## config.mk

```make
export PLATFORM = sky130hd
export DESIGN_NAME = seg_scan_flat
export DESIGN_NICKNAME = d
export VERILOG_FILES = /design/src/rtl/seg_scan_if.sv /design/src/rtl/seg_scan.sv /design/src/flat_wrapper.sv
export SDC_FILE = /design/constraint.sdc
export NUM_CORES = 1
export LEC_CHECK = 0
export ABC_AREA = 1
export CAP_MARGIN = 0
export CORE_ASPECT_RATIO = 0.5
export CORE_MARGIN = 8
export CORE_UTILIZATION = 55
export DETAILED_ROUTE_END_ITERATION = 10
export PLACE_DENSITY = 0.82
export SYNTH_ARGS = -nofsm -noshare
export SYNTH_HDL_FRONTEND = slang
export SYNTH_SLANG_ARGS = --single-unit
```

## constraint.sdc

```tcl
create_clock -name clk -period 3 [get_ports clk]
set_input_delay 0.45 -clock clk [delete_from_list [all_inputs] [get_ports clk]]
set_output_delay 0.45 -clock clk [all_outputs]
set_load 0.01 [all_outputs]
```

## src/rtl/seg_scan_if.sv

```systemverilog
// seg_scan_if: display load bus and driven display lines of the multiplexed 7-segment scanner
interface seg_scan_if #(
    parameter int N_DIGITS = 4
);
    logic [4*N_DIGITS-1:0] value;
    logic [N_DIGITS-1:0]   dp;
    logic [N_DIGITS-1:0]   en;
    logic                  lz_blank;
    logic                  load;
    logic [6:0]            seg;
    logic                  dp_n;
    logic [N_DIGITS-1:0]   an;
    logic                  frame_done;

    modport master (
        output value, dp, en, lz_blank, load,
        input  seg, dp_n, an, frame_done
    );

    modport slave (
        input  value, dp, en, lz_blank, load,
        output seg, dp_n, an, frame_done
    );
endinterface

```

## src/rtl/seg_scan.sv

```systemverilog
// seg_scan: tear-free multiplexed 7-segment scanner with guard gap, leading-zero blanking and hex decode
module seg_scan #(
    parameter int N_DIGITS    = 4,
    parameter int REFRESH_DIV = 100000,
    parameter int GUARD       = 2,
    parameter bit HEX_EN      = 1'b1
) (
    input logic       clk,
    input logic       rst,
    seg_scan_if.slave io_bus
);
    localparam int CW = $clog2(REFRESH_DIV);
    localparam int IW = N_DIGITS > 1 ? $clog2(N_DIGITS) : 1;
    localparam int DW = 4 * N_DIGITS;

    logic [CW-1:0]       r_cnt, w_cnt_nxt;
    logic [IW-1:0]       r_idx, w_idx_nxt;
    logic [DW-1:0]       r_sh_val, r_ac_val, w_ac_val;
    logic [N_DIGITS-1:0] r_sh_dp, r_sh_en, r_ac_dp, r_ac_en, w_ac_dp, w_ac_en;
    logic                r_sh_lz, r_ac_lz, w_ac_lz;
    logic                w_tick, w_wrap;
    logic [N_DIGITS-1:0] w_zero, w_an_sel;
    logic                w_run, w_guard, w_den, w_ddp, w_lzb;
    logic [3:0]          w_nib;
    logic [N_DIGITS-1:0] r_an;
    logic [6:0]          r_seg;
    logic                r_dp_n, r_fd;

    function automatic logic [6:0] decode(input logic [3:0] n);
        case (n)
            4'h0:    decode = 7'b1000000;
            4'h1:    decode = 7'b1111001;
            4'h2:    decode = 7'b0100100;
            4'h3:    decode = 7'b0110000;
            4'h4:    decode = 7'b0011001;
            4'h5:    decode = 7'b0010010;
            4'h6:    decode = 7'b0000010;
            4'h7:    decode = 7'b1111000;
            4'h8:    decode = 7'b0000000;
            4'h9:    decode = 7'b0010000;
            4'hA:    decode = HEX_EN ? 7'b0001000 : 7'b1111111;
            4'hB:    decode = HEX_EN ? 7'b0000011 : 7'b1111111;
            4'hC:    decode = HEX_EN ? 7'b1000110 : 7'b1111111;
            4'hD:    decode = HEX_EN ? 7'b0100001 : 7'b1111111;
            4'hE:    decode = HEX_EN ? 7'b0000110 : 7'b1111111;
            default: decode = HEX_EN ? 7'b0001110 : 7'b1111111;
        endcase
    endfunction

    // Next scan position; the active copy swaps in from the shadow only at the frame wrap
    always_comb begin
        w_tick    = r_cnt == CW'(REFRESH_DIV - 1);
        w_wrap    = w_tick && (r_idx == IW'(N_DIGITS - 1));
        w_cnt_nxt = w_tick ? '0 : r_cnt + 1'b1;
        w_idx_nxt = w_wrap ? '0 : (w_tick ? r_idx + 1'b1 : r_idx);
        w_ac_val  = w_wrap ? r_sh_val : r_ac_val;
        w_ac_dp   = w_wrap ? r_sh_dp : r_ac_dp;
        w_ac_en   = w_wrap ? r_sh_en : r_ac_en;
        w_ac_lz   = w_wrap ? r_sh_lz : r_ac_lz;
    end

    // Digit attributes for the position the outputs will show next cycle
    always_comb begin
        w_run  = 1'b1;
        w_zero = '0;
        for (int i = N_DIGITS - 1; i >= 0; i--) begin
            w_run     = w_run && (w_ac_val[4*i +: 4] == 4'd0);
            w_zero[i] = w_run;
        end
        w_nib    = w_ac_val[{w_idx_nxt, 2'b00} +: 4];
        w_den    = w_ac_en[w_idx_nxt];
        w_ddp    = w_ac_dp[w_idx_nxt];
        w_lzb    = w_ac_lz && w_zero[w_idx_nxt] && (w_idx_nxt != '0);
        w_guard  = w_cnt_nxt < CW'(GUARD);
        w_an_sel = ~(N_DIGITS'(1) << w_idx_nxt);
    end

    // Prescaler, digit index, shadow capture and frame-boundary active load
    always_ff @(posedge clk or posedge rst) begin
        if (rst) begin
            r_cnt    <= '0;
            r_idx    <= '0;
            r_sh_val <= '0;
            r_sh_dp  <= '0;
            r_sh_en  <= '0;
            r_sh_lz  <= 1'b0;
            r_ac_val <= '0;
            r_ac_dp  <= '0;
            r_ac_en  <= '0;
            r_ac_lz  <= 1'b0;
        end else begin
            r_cnt    <= w_cnt_nxt;
            r_idx    <= w_idx_nxt;
            r_ac_val <= w_ac_val;
            r_ac_dp  <= w_ac_dp;
            r_ac_en  <= w_ac_en;
            r_ac_lz  <= w_ac_lz;
            if (io_bus.load) begin
                r_sh_val <= io_bus.value;
                r_sh_dp  <= io_bus.dp;
                r_sh_en  <= io_bus.en;
                r_sh_lz  <= io_bus.lz_blank;
            end
        end
    end

    // Registered display drive; a lone decimal point keeps its anode on under zero blanking
    always_ff @(posedge clk or posedge rst) begin
        if (rst) begin
            r_an   <= '1;
            r_seg  <= 7'h7F;
            r_dp_n <= 1'b1;
            r_fd   <= 1'b0;
        end else begin
            r_fd   <= w_wrap;
            r_an   <= (w_guard || !w_den || (w_lzb && !w_ddp)) ? '1 : w_an_sel;
            r_seg  <= (w_guard || !w_den || w_lzb) ? 7'h7F : decode(w_nib);
            r_dp_n <= (w_guard || !w_den) ? 1'b1 : !w_ddp;
        end
    end

    assign io_bus.an         = r_an;
    assign io_bus.seg        = r_seg;
    assign io_bus.dp_n       = r_dp_n;
    assign io_bus.frame_done = r_fd;
endmodule

```

## src/flat_wrapper.sv

```systemverilog
// flat-port wrapper written by rule: the top's interface ports become plain ports
module seg_scan_flat 
#(
    parameter int N_DIGITS    = 4,
    parameter int REFRESH_DIV = 100000,
    parameter int GUARD       = 2,
    parameter bit HEX_EN      = 1'b1
)
  (clk, rst, io_bus_value, io_bus_dp, io_bus_en, io_bus_lz_blank, io_bus_load, io_bus_seg, io_bus_dp_n, io_bus_an, io_bus_frame_done);
  seg_scan_if #(.N_DIGITS(N_DIGITS)) io_bus_i ();
  input logic clk;
  input logic rst;
  input wire logic [$bits(io_bus_i.value)-1:0] io_bus_value;
  input wire logic [$bits(io_bus_i.dp)-1:0] io_bus_dp;
  input wire logic [$bits(io_bus_i.en)-1:0] io_bus_en;
  input wire logic [$bits(io_bus_i.lz_blank)-1:0] io_bus_lz_blank;
  input wire logic [$bits(io_bus_i.load)-1:0] io_bus_load;
  output wire logic [$bits(io_bus_i.seg)-1:0] io_bus_seg;
  output wire logic [$bits(io_bus_i.dp_n)-1:0] io_bus_dp_n;
  output wire logic [$bits(io_bus_i.an)-1:0] io_bus_an;
  output wire logic [$bits(io_bus_i.frame_done)-1:0] io_bus_frame_done;
  assign io_bus_i.value = io_bus_value;
  assign io_bus_i.dp = io_bus_dp;
  assign io_bus_i.en = io_bus_en;
  assign io_bus_i.lz_blank = io_bus_lz_blank;
  assign io_bus_i.load = io_bus_load;
  assign io_bus_seg = io_bus_i.seg;
  assign io_bus_dp_n = io_bus_i.dp_n;
  assign io_bus_an = io_bus_i.an;
  assign io_bus_frame_done = io_bus_i.frame_done;
  seg_scan #(.N_DIGITS(N_DIGITS), .REFRESH_DIV(REFRESH_DIV), .GUARD(GUARD), .HEX_EN(HEX_EN)) u_core (.clk(clk), .rst(rst), .io_bus(io_bus_i));
endmodule
```

Word-level counts from Yosys, hierarchy flattened
Memory sizes are Yosys's and may differ from the RTL's.
Cells that the tools add are included.

storage, ports and cells
  bits of input ports = 28
  memories kept = 1
  logic and storage cells = 57
  output and inout port bits = 13
  ROM bits = 112
  bits in registers = 82

cells by class
  reduce and logical (&&, ||, !) cells = 17
  $add $sub $neg = 2
  multiplexer cells = 16
  equal/unequal tests = 2
  shift-type cells = 2
  bitwise operators = 1
  order comparisons = 2

memories
  memory           depth  bits a word  read ports  clocked after memory_dff  write ports  RTL line        text
  (no name shown)  16     7            1           0                         0            seg_scan.sv:30  case (n)

operators with widths
  operator                                             number
  adder 17 x 1 -> 17 bit, second input constant        1
  == test 17 bit, second input constant                1
  < comparator 17 x 2 -> 1 bit, second input constant  1
  2-to-1 mux 17 bit                                    1
  zero test 4 bit                                      4
  2-to-1 mux 16 bit                                    1
  indexed part select 16 x 5 -> 4 bit                  1
  2-to-1 mux 4 bit                                     3
  logical AND 1 bit                                    7
  2-to-1 mux 7 bit                                     1
  binary-select mux 1 bit (select 2 bit)               3
  2-to-1 mux 1 bit                                     5
  2-to-1 mux 2 bit                                     2
  inverter 4 bit                                       1
  << shifter 1 x 2 -> 4 bit, first input constant      1
  logical OR 1 bit                                     3
  < comparator 2 x 3 -> 1 bit, second input constant   1
  adder 2 x 1 -> 2 bit, second input constant          1
  == test 2 bit, second input constant                 1
  zero test 1 bit                                      2
  nonzero test 2 bit                                   1

Depth between registers and ports, before layout
Gate-level depths: netlist of run 1.

  word-level depth = 14
  mapped depth = 20
  mapped depth without buffers = 19

Least setup slack after synthesis of run 1
Ideal clock, no wire load.

  kind = register to register
  start point = register u_core.r_idx[0]
  end point = register u_core.r_seg[5], in the netlist u_core.io_bus.seg[5]
  setup time = 0.084 ns
  path slack = 0.646 ns
  stages on the path, launching flop included = 18
  data required time = 2.916 ns
  path buffers = 1
  data arrival time = 2.270 ns
  period minus slack after synthesis = 2.354 ns
  cell sequence = dfrtp_1 -> ha_1 -> buf_2 -> nor2_1 -> inv_1 -> nand3_1 -> nand2_4 -> nand2_4 -> clkinv_4 -> nand2_1 -> nand2_1 -> nor2_2 -> inv_1 -> ha_1 -> nand2_1 -> nand2_1 -> nand2_1 -> nand3_2

on the way
  cells in the longest elaborated chain, start to end = 13
  elaborated cells on any way between the ends = 28
  classes of those cells = 1 x add/sub; 1 x eq/ne; 1 x shift; 10 x mux; 14 x reduce/logical; 1 x memory

ends and longest elaborated chain
  what                                                               RTL line         text
  start, declared                                                    seg_scan.sv:17   logic [IW-1:0] r_idx, w_idx_nxt;
  start signal, assigned                                             seg_scan.sv:93   r_idx <= w_idx_nxt;
  branches (longest 12 deep; another with memory read (16 x 7 bit))  -
  2-to-1 mux 7 bit (*)                                               seg_scan.sv:117  r_seg <= (w_guard || !w_den || w_lzb) ? 7'h7F : decode(w_nib);
  end signal, assigned                                               seg_scan.sv:117
  end, declared                                                      seg_scan.sv:26   logic [6:0] r_seg;

Mark *: on every way between the ends. The select of a mux whose other input is x is not followed.
A chain may end at the register's enable or synchronous reset.

Worst setup path in the final report of run 1
  start point = register u_core.r_cnt[0]
  end point = register u_core.r_seg[5], in the netlist u_core.io_bus.seg[5]

on the way
  cells in the longest elaborated chain, start to end = 13
  elaborated cells on any way between the ends = 30
  classes of those cells = 1 x add/sub; 1 x order compare; 1 x eq/ne; 1 x shift; 11 x mux; 14 x reduce/logical; 1 x memory

ends and longest elaborated chain
  what                                                             RTL line         text
  start, declared                                                  seg_scan.sv:16   logic [CW-1:0] r_cnt, w_cnt_nxt;
  start signal, assigned                                           seg_scan.sv:92   r_cnt <= w_cnt_nxt;
  branches (longest 12 deep; another with adder 17 x 1 -> 17 bit)  -
  2-to-1 mux 7 bit (*)                                             seg_scan.sv:117

Marked as above.

==> reports/qor.txt, run 1 <==
leakage power: 2.74 nW
final-report setup violation count: 0
simple-gate portion of the synthesized area: 37.1%
initial antenna violation count: 0
starting density of the core: 57.2%
combinational family with the most area after synthesis: simple AND/OR/NAND/NOR gates
synth top area cells: dfrtp_1 38%, nand2_1 13%, dfstp_2 6.8%
CTS Buffer Depth: 2
post-synthesis compound-gate area fraction: 4.07%
half-perimeter wire length after placement: 7260 um
worst slew pin tran: 0.678 ns
most used cell, CP: nand2_1
total CTS buffers: 9
Cell Rows: 23
maxcap violations: 0
fill cell count: 641
RSZ-0062 raised after global routing: no
post-layout min period: 2.79 ns
share of cells above drive strength 1: 18.6%
Die H: 80.7 um
startpoint types: flop
critical path capture point type: flop
Syn Inst Count: 556
worst min-delay path class: reg -> reg
Post-Synth Adder-Cell Area: 2.17%
worst vdd ir: 0.286 mV
Max Slew Vio Count: 0
met2 track demand over resource: 30.0%
async set-or-reset flop fraction in the synthesized netlist: 100%
Die ar.: 0.0117 mm2
drt pass-1 iters: 5
GRT Overall Usage: 17.7%
Data required, critical path: 3.26 ns
Placement Setup Slack: 0.260 ns
share of the yosys chip area belonging to registers: 44.9%
first-pass GRT wire length: 16900 um
Syn Nets: 592
Yosys top cell area share: 38.0%
clk_skew: 0.00836 ns
DR iter-0 viols: 286
Max-slew headroom: 54.6%
number of placed I/O pins: 41
top post-synthesis cells by count: 161 x nand2_1, 71 x inv_1, 70 x dfrtp_1
setup ws final: 0.206 ns
most frequent cell after synthesis: nand2_1
multiplexer share of the synthesized area: 1.71%
clock-pin slew on the worst setup and hold paths: 0.06 ns
Setup CP Type: reg -> reg
post-synthesis cell type count: 36
Final Hold Fails: 0
average wire per standard cell: 13.8 um
Peak Freq: 358 MHz
htree depth: 3
cts hold-fix bufs: 0
Ant. Diodes: 0
Port-buffer cells: 40
syn avg cell area: 8.29 um2
Post-Route WL: 9950 um
grt total ovfl: 0
vias in the first global route: 3693
CP max-delay cell: dfrtp_1
cell breakdown of the critical path: ha_1 > nand2_1 > nor2_2 > nand3_1 > nor2_2 > nand3_1 > nand2_4 > nor2_4 > nand2_1 > nand2_1 > nor2_2 > inv_1 > ha_1 > nand2_1 > nand2_1 > nand2_1 > nand3_2
clk root buf: clkbuf_16
later-pin clock latency in the skew report: 0.34 ns
status: finished, final reports clean
number of enable flip-flop cells after synthesis: 0
period utilisation layout: 93.1%
Ys Warns: 0
cell taking the most area after synthesis: dfrtp_1
Synth Flop Type: dfrtp_1
Layout area overhead: 18.7%
Clock Sinks: 82
critical-path maximum fanout: 7
CP arrival: 3.05 ns
Core ar.: 0.00806 mm2
slowest stage delay, CP: 0.40 ns
CTS tree: done
PwrDens: 450 mW/mm2
DRC Markers: 0
Die Wd: 145 um
met3 usage: 4.82%
synthesis-stage register bit count: 82
vias after detailed routing: 3754
pin count of the biggest net entering global routing: 83
busiest grt layer: met2
via density per instance: 5.22
xor and xnor area share after synthesis: 1.33%
ANT nets after route: 0
Setup TNS Final: 0 ns
fin nets: 638
post_cts resized: 0
r2r setup slk: 0.21 ns
GRT met1 Usage: 21.8%
Post-CTS Setup Repair Bufs: 0
RD Place Congestion: 0.910
synthesized area: 0.00461 mm2
## report_power, final
group	switching [mW]	total (mW)	internal, mW
Clock	0.441	1.20	0.758
Sequential	0.0137	1.15	1.14
Combinational	0.0545	0.108	0.0530
## final timing paths
| check | startpoint | end | cells past startpoint |
|---|---|---|---|
| max | u_core.r_cnt[0] | u_core.io_bus.seg[5] | 17 |
| min | u_core.r_ac_lz | u_core.r_ac_lz | 2 |
| max reg2reg | u_core.r_cnt[0] | u_core.io_bus.seg[5] | 17 |
| min reg2reg | u_core.r_ac_lz | u_core.r_ac_lz | 2 |
| max in group asynchronous | rst | u_core.io_bus.seg[0] | 3 |
| min in group asynchronous | rst | u_core.r_cnt[5] | 3 |
## layout by cell type (no fill, tap or decap), types with 3 or more instances in the layout
cell,n
o21ai_1,5
nand2_2,12
clkinv_4,3
nand2_1,161
nand4_1,18
inv_2,6
mux2_2,7
dfrtp_1,70
dfstp_2,12
xor2_1,7
clkbuf_16,9
nand3_4,5
ha_1,8
o21ai_2,4
clkdlybuf4s50_1,40
nor2_1,37
nor2_8,4
inv_1,70
nor2_4,4
nor2_2,11
nand2_4,10
o21ai_0,22
nand3_1,47
buf_4,8
nand3_2,7
and2_1,3
## layer usage
metal / share of wire [%] / up-vias
met5: 0 / -
met4: 1.6 / 0
met3: 5.4 / 17
met2: 47 / 138
met1: 46 / 1768
li1: - / 1831
## worst max-delay path: cells and delay by family, from the launching register on
| kind | cells | cell delay (ns) |
|---|---|---|
| flip-flops | 1 | 0.40 |
| adder cells (fa/ha/maj) | 2 | 0.49 |
| buffers and inverters | 1 | 0.15 |
| AND/OR/NAND/NOR | 14 | 1.68 |
## sequential cells by signal, indices dropped and copies added (netlist names)
register and cells:
u_core.r_sh_val 16, u_core.io_bus.seg 7, u_core.r_ac_val 16, u_core.r_ac_lz 1, u_core.r_ac_dp 4, u_core.r_idx 2, u_core.io_bus.frame_done 1, u_core.r_sh_lz 1
u_core.r_sh_dp 4, u_core.r_cnt 17, u_core.r_ac_en 4, u_core.io_bus.an 4, u_core.io_bus.dp_n 1, u_core.r_sh_en 4
## logic make-up (layout without fill, tap and decap cells)
group | count (synthesis) | after routing
simple gates | 324 | 324
buf+inv | 94 | 145
flops | 82 | 82
compound gates | 34 | 34
fa+ha+maj | 8 | 8
xor+xnor | 7 | 7
mux | 7 | 7
## stage by stage
step | hold WS, ns | utilization [%] | instances | power, mW | cell area, um2
global placement | 0.458 | 63.7 | 703 | 1.28 | 5140
finish | 0.479 | 67.9 | 719 | 2.46 | 5470
CTS | 0.477 | 67.8 | 719 | 2.48 | 5470
global route | 0.498 | 67.9 | 719 | 2.54 | 5470
detailed placement | 0.462 | 63.7 | 703 | 1.28 | 5140
floorplan | 0.444 | - | 556 | 1.22 | 4610
## layout make-up
class | instances | area [um2] | area share (%)
sequential | 82 | 2070 | 37.8
clock buffer | 11 | 243 | 4.44
tap | 112 | 140 | 2.56
multi-input combinational | 380 | 2140 | 39.2
clock inverter | 5 | 86.3 | 1.58
timing repair buffer | 49 | 480 | 8.79
inverter | 80 | 310 | 5.68
Power figures use the tool's default switching activity.
==> inputs of run 2 (changes only) <==
--- a/config.mk
+++ b/config.mk
@@ -10,6 +10,7 @@
 export CORE_ASPECT_RATIO = 0.5
 export CORE_MARGIN = 8
 export CORE_UTILIZATION = 55
+export CTS_CLUSTER_DIAMETER = 100
 export DETAILED_ROUTE_END_ITERATION = 10
 export PLACE_DENSITY = 0.82
 export SYNTH_ARGS = -nofsm -noshare
==> results of run 2 <==
No change in the layout: final DEF, timing and power equal those of run 1.
==> variant 1: new RTL, config.mk and constraints of run 1 <==
`REFRESH_DIV` is set to 100000 in 2 places; all go to 50000.
--- a/src/rtl/seg_scan.sv
+++ b/src/rtl/seg_scan.sv
@@ -3,3 +3,3 @@
     parameter int N_DIGITS    = 4,
-    parameter int REFRESH_DIV = 100000,
+    parameter int REFRESH_DIV = 50000,
     parameter int GUARD       = 2,
--- a/src/flat_wrapper.sv
+++ b/src/flat_wrapper.sv
@@ -4,3 +4,3 @@
     parameter int N_DIGITS    = 4,
-    parameter int REFRESH_DIV = 100000,
+    parameter int REFRESH_DIV = 50000,
     parameter int GUARD       = 2,
Function: same outputs for any inputs over 10 cycles, from zero or initial values and one cycle with rst high; that may be too few to reach the edited logic, so the function may still have changed.
==> variant 1 against run 1 <==
Count of clock-buffer cells in the layout is the same; highest routed layer unchanged; sequential share of layout area up 2.4 points; synthesized area is 7.1% lower; synthesized cell count is 7.4% lower; non-clock buffer count grew 1; sequential cell count decreased by 1; setup slack better by 0.079 ns; total power decreased by 2.9%; design area shrank 7.0%; wire length decreased by 7.2%; critical path type unchanged.
==> variant 1: results (changes against run 1) <==
stage	metric	value	unit	change
final_layout	Buffers excl. clock	50		+2.0%
yosys	ranking of synthesized cells by area	dfrtp_1 (40%), nand2_1 (15%), dfstp_2 (7.4%)		
sta	skew final	0.006931	ns	-0.001431 ns
final_layout	non-clock inverter count	55		-31%
detailed_routing	DR vias	3474		-7.5%
power_and_ir_drop	Lkg Pwr	2.469	nW	-10%
setup_path	R2R Path End	u_core.io_bus.seg[3]$_DFF_PP1_		
power_and_ir_drop	sw frac	21.28	%	+0.54 points
grt	GRT Util Overall	17.77	%	+0.039 points
final_layout	Finished Cell Area	0.005084	mm2	-7.0%
yosys	sequential share of the synthesized area	47.73	%	+2.9 points
run_status	status	finished, final reports clean		
cts	Clock Sinks	81		-1.2%
setup_path	crit path max fanout	19		+12
final_layout	Multi-input gate area	0.001912	mm2	-11%
detailed_routing	initial DRC count	331		+16%
grt	number of global-route vias before repair	3319		-10%
power_and_ir_drop	maximum VDD drop	0.3784	mV	+32%
yosys	synthesized instance count	515		-7.4%
final_layout	Fillers	592		-7.6%
final_layout	clk tree area frac	6.153	%	+0.13 points
sta	Worst-Margin Slew	0.7837	ns	+0.1055 ns
yosys	top cells by count, synth	nand2_1 (173), dfrtp_1 (69), inv_1 (51)		
final_layout	multi-input gates	364		-4.2%
die	number of core rows	22		-4.3%
setup_path	CP arrival	2.97	ns	-0.08 ns
sta	Hold WS	0.4756	ns	-0.003093 ns
final_layout	Regs by FF count	u_core.r_ac_val (16), u_core.r_cnt (16), u_core.r_sh_val (16)		
setup_path	FF-to-FF path depth	15		-2
final_layout	share of layout cells above drive strength 1	18.20	%	-0.42 points
grt	global-route met1 utilization	23.85	%	+2.0 points
place	DP Worst Slack	0.1596	ns	-0.1006 ns
place	placed cell count	644		-8.4%
final_layout	register area	0.002042	mm2	-1.2%
place	GPL Wtd Cong	0.9273		+1.9%
detailed_routing	drt total wl	9.235	mm	-7.2%
grt	initial antenna violation count	0		unchanged
final_layout	nets	597		-6.4%
setup_path	worst reg-to-reg setup slack	0.28	ns	+0.08 ns
place	detailed placement HPWL	6.676	mm	-8.1%
grt	grt met2 use	27.38	%	-2.7 points
grt	first-pass GRT wire length	15.95	mm	-5.9%
setup_path	Worst Setup SP	u_core.r_cnt[0]$_DFF_PP0_		
yosys	Main synth FF type	dfrtp_1		
grt	pin count of the biggest net entering global routing	49		-41%
place	placed cell areas	0.004746	mm2	-7.6%
final_layout	Non-clock buffers, area share	9.599	%	+0.81 points
detailed_routing	routed length per instance	13.95	um	+0.79%
yosys	Synth cell types	31		-14%
sta	Period minus WS final	2.715	ns	-0.07938 ns
==> variant 1: cell types whose count changed after synthesis, sizes merged, moves of 3 or more <==
cell | before | now
nand4 | 18 | 21
o21ai | 31 | 19
nor2 | 56 | 53
xor2 | 7 | 2
inv | 78 | 54
mux2 | 7 | 17
and2 | 3 | 0
nand3 | 59 | 46
==> variant 1: timing repair <==
item	in CTS	in global routing
gates resized for setup	0	3
setup endpoints to repair	0	7
setup buffers	0	2
==> variant 1: power groups by stage <==
| stage | Clock [mW] | Combinational [mW] | Sequential, mW |
|---|---|---|---|
| 2_1_floorplan | 0 | 0.0563 | 1.15 |
| 3_3_place_gp | 0 | 0.105 | 1.16 |
| 3_5_place_dp | 0 | 0.109 | 1.16 |
| 4_1_cts | 1.16 | 0.109 | 1.14 |
| 5_1_grt | 1.20 | 0.120 | 1.14 |
| 6_report | 1.14 | 0.107 | 1.14 |
==> variant 1: worst max-delay path: stages (launching register included) <==
cell and delay, ns:
dfrtp_1 0.39, ha_1 0.27, nand3_4 0.14, nor2_4 0.28, nand3_4 0.25, nand2_1 0.16, nand2_1 0.10, nand2_1 0.07
nand2_1 0.08, nor2_2 0.25, inv_1 0.13, ha_1 0.22, nand2_1 0.11, nand2_1 0.06, nand2_1 0.07, nand3_2 0.07
==> variant 1: how the worst min path moves through the flow <==
stage	to	startpoint	depth (start not counted)
6_report	u_core.r_ac_en[3]$_DFF_PP0_	u_core.r_ac_en[3]$_DFF_PP0_	2
5_1_grt	u_core.r_ac_val[9]$_DFF_PP0_	u_core.r_ac_val[9]$_DFF_PP0_	2
4_1_cts	u_core.r_ac_en[3]$_DFF_PP0_	u_core.r_ac_en[3]$_DFF_PP0_	2
3_5_place_dp	u_core.r_ac_en[3]$_DFF_PP0_	u_core.r_ac_en[3]$_DFF_PP0_	2
3_3_place_gp	u_core.r_ac_en[3]$_DFF_PP0_	u_core.r_ac_en[3]$_DFF_PP0_	2
2_1_floorplan	u_core.r_ac_en[0]$_DFF_PP0_	u_core.r_ac_en[0]$_DFF_PP0_	2
==> variant 1: logic make-up (layout without fill, tap and decap cells) <==
family | Yosys count | in the layout | synth area share, %
multiplexers | 17 | 17 | 4.475
XOR/XNOR | 2 | 2 | 0.4096
flip-flops | 81 | 81 | 47.73
buffers and inverters | 70 | 121 | 7.809
adder cells (fa/ha/maj) | 8 | 8 | 2.340
AND/OR/NAND/NOR | 314 | 314 | 34.10
AO/OA/AOI/OAI | 23 | 23 | 3.129
==> variant 1: per-layer routing <==
metal / share of wire (%) / routed length [um]
met1: 47 / 4359
met2: 45 / 4114
met3: 6.4 / 595
met4: 1.8 / 165
met5: 0 / 0
==> variant 2: new RTL, flow settings as in run 1 <==
Without the edit above. Make the reset (`rst`) synchronous in 2 clocked blocks.
--- a/src/rtl/seg_scan.sv
+++ b/src/rtl/seg_scan.sv
@@ -78,3 +78,3 @@
     // Prescaler, digit index, shadow capture and frame-boundary active load
-    always_ff @(posedge clk or posedge rst) begin
+    always_ff @(posedge clk) begin
         if (rst) begin
@@ -107,3 +107,3 @@
     // Registered display drive; a lone decimal point keeps its anode on under zero blanking
-    always_ff @(posedge clk or posedge rst) begin
+    always_ff @(posedge clk) begin
         if (rst) begin
Behaviour: no difference found for any inputs over 10 cycles, from zero or initial values and one cycle with rst high; that may be too few to reach the edited logic, so the function may still have changed.
==> variant 2 against run 1 <==
Sequential cell count unchanged; die area down 6.3%; setup slack better by 0.12 ns; wire length up 4.7%; design area down 7.3%; clock skew down 0.0015 ns; fmax up 4.5%; worst hold slack worse by 0.013 ns; count of clock-buffer cells in the layout down 2; synthesized area down 7.4%; critical endpoint is now u_core.io_bus.seg[3]$_SDFF_PP1_; synthesized cell count up 17%; total power down 5.3%; non-clock buffer count up 3; highest routed layer unchanged.
==> variant 2: results (changes against run 1) <==
stage	metric	value	unit	change
place	DP Worst Slack	0.1882	ns	-0.07196 ns
detailed_routing	Routed met1 length	5.196	mm	+14%
yosys	sequential share of the synthesized area	38.50	%	-6.4 points
place	input/output buffers	40		unchanged
grt	grt met2 use	29.04	%	-1.0 points
setup_path	crit path max fanout	14		+7
grt	number of global-route vias before repair	3742		+1.3%
detailed_routing	detail-routed via count per cell	5.249		+0.53%
yosys	top cells by count, synth	nand2_1 (190), nor2_1 (101), dfxtp_1 (82)		
cts	htree depth	3		unchanged
grt	GRT Util Overall	19.59	%	+1.9 points
detailed_routing	DR WL met2	4.243	mm	-9.6%
yosys	Async S/R FF share, synth	0	%	-100 points
grt	grt met3 use	5.009	%	+0.19 points
detailed_routing	drt total wl	10.42	mm	+4.7%
power_and_ir_drop	Lkg Pwr	2.331	nW	-15%
grt	global-route met1 utilization	26.82	%	+5.0 points
detailed_routing	router iterations before antenna repair	5		unchanged
sta	skew final	0.006867	ns	-0.001495 ns
cts	Worst-Skew Late Latency	0.34	ns	about the same
place	detailed placement HPWL	7.718	mm	+6.3%
yosys	ranking of synthesized cells by area	dfxtp_1 (38%), nand2_1 (17%), nor2_1 (8.9%)		
cts	CTS Buf Count	9		unchanged
cts	Root Driver	clkbuf_16		
power_and_ir_drop	sw frac	22.20	%	+1.5 points
cts	Worst-path clk slew	0.06	ns	about the same
detailed_routing	initial DRC count	317		+11%
final_layout	share of layout cells above drive strength 1	7.482	%	-11 points
setup_path	CP max-delay cell	dfxtp_1		
final_layout	nets	727		+14%
yosys	syn nets	689		+16%
yosys	Ys Warns	0		unchanged
run_status	status	finished, final reports clean		
yosys	Synth cell types	34		-5.6%
setup_path	CP arrival	2.95	ns	-0.10 ns
setup_path	max incr delay on CP	0.36	ns	-0.04 ns
sta	Slew headroom	56.68	%	+2.0 points
place	GPL Wtd Cong	0.8957		-1.5%
grt	pin count of the biggest net entering global routing	44		-47%
yosys	Main synth FF type	dfxtp_1		
power_and_ir_drop	maximum VDD drop	0.2885	mV	+0.94%
grt	first-pass GRT wire length	17.62	mm	+4.0%
detailed_routing	wire length on met3	771	um	+44%
[variant 2: changes by cell type after synthesis, moves of 13 or more]
cell	before	now
a21oi_1	2	24
nand3_1	47	60
dfrtp_1	70	0
dfxtp_1	0	82
nor2_1	38	101
nand2_1	161	190
[variant 2: layout make-up]
type / instances / area [um2]
clock buffer: 9 / 225.2
timing repair buffer: 52 / 490.5
fill: 675 / 2366
tap: 96 / 120.1
sequential: 82 / 1642
inverter: 71 / 269.0
multi-input combinational: 475 / 2252
clock inverter: 6 / 67.56
[variant 2: worst reg2reg max path: stages, from the launching register on]
cell and delay (ns):
dfxtp_1 0.36, ha_1 0.23, nand3_2 0.15, inv_2 0.15
nand2_2 0.10, nor2_8 0.13, buf_4 0.22, nand4_1 0.15
nand2_1 0.16, inv_1 0.05, nand2_1 0.06, nand2_1 0.08
nor2_4 0.17, ha_1 0.25, inv_1 0.09, nand3_1 0.09
nand3_1 0.09, nand3_1 0.10
[variant 2: worst paths after layout]
check / to / slack (ns) / cells after the start / start
max: u_core.io_bus.seg[3]$_SDFF_PP1_ / 0.33 / 17 / u_core.r_cnt[0]$_SDFF_PP0_
min: u_core.r_sh_en[3]$_SDFFE_PP0P_ / 0.47 / 2 / u_core.r_sh_en[3]$_SDFFE_PP0P_
max reg2reg: u_core.io_bus.seg[3]$_SDFF_PP1_ / 0.33 / 17 / u_core.r_cnt[0]$_SDFF_PP0_
min reg2reg: u_core.r_sh_en[3]$_SDFFE_PP0P_ / 0.47 / 2 / u_core.r_sh_en[3]$_SDFFE_PP0P_
[variant 2: per-stage QoR]
step / hold slack [ns] / instance area, um2 / std cells
2_1_floorplan: 0.4289 / 4264 / 653
3_3_place_gp: 0.4460 / 4753 / 776
3_5_place_dp: 0.4572 / 4753 / 776
4_1_cts: 0.4666 / 5046 / 791
5_1_grt: 0.4847 / 5066 / 791
6_report: 0.4655 / 5066 / 791
[variant 2: what timing repair did]
action | CTS | global route
buffers inserted | 0 | 0
gates resized for setup | 0 | 5
setup endpoints to repair | 0 | 5
[variant 2: power groups by stage]
stage / Clock (mW) / Sequential [mW] / Combinational [mW]
floorplan: 0 / 1.15 / 0.0587
global placement: 0 / 1.15 / 0.111
detailed placement: 0 / 1.15 / 0.113
CTS: 1.11 / 1.13 / 0.114
global route: 1.16 / 1.13 / 0.128
finish: 1.09 / 1.13 / 0.114
[variant 2: cells by family after synthesis]
kind of cell	count (synthesis)	share of synthesized area, %
fa+ha+maj	8	2.348
xor+xnor	6	1.232
compound gates	59	7.042
simple gates	402	41.73
buf+inv	96	9.155
flops	82	38.50
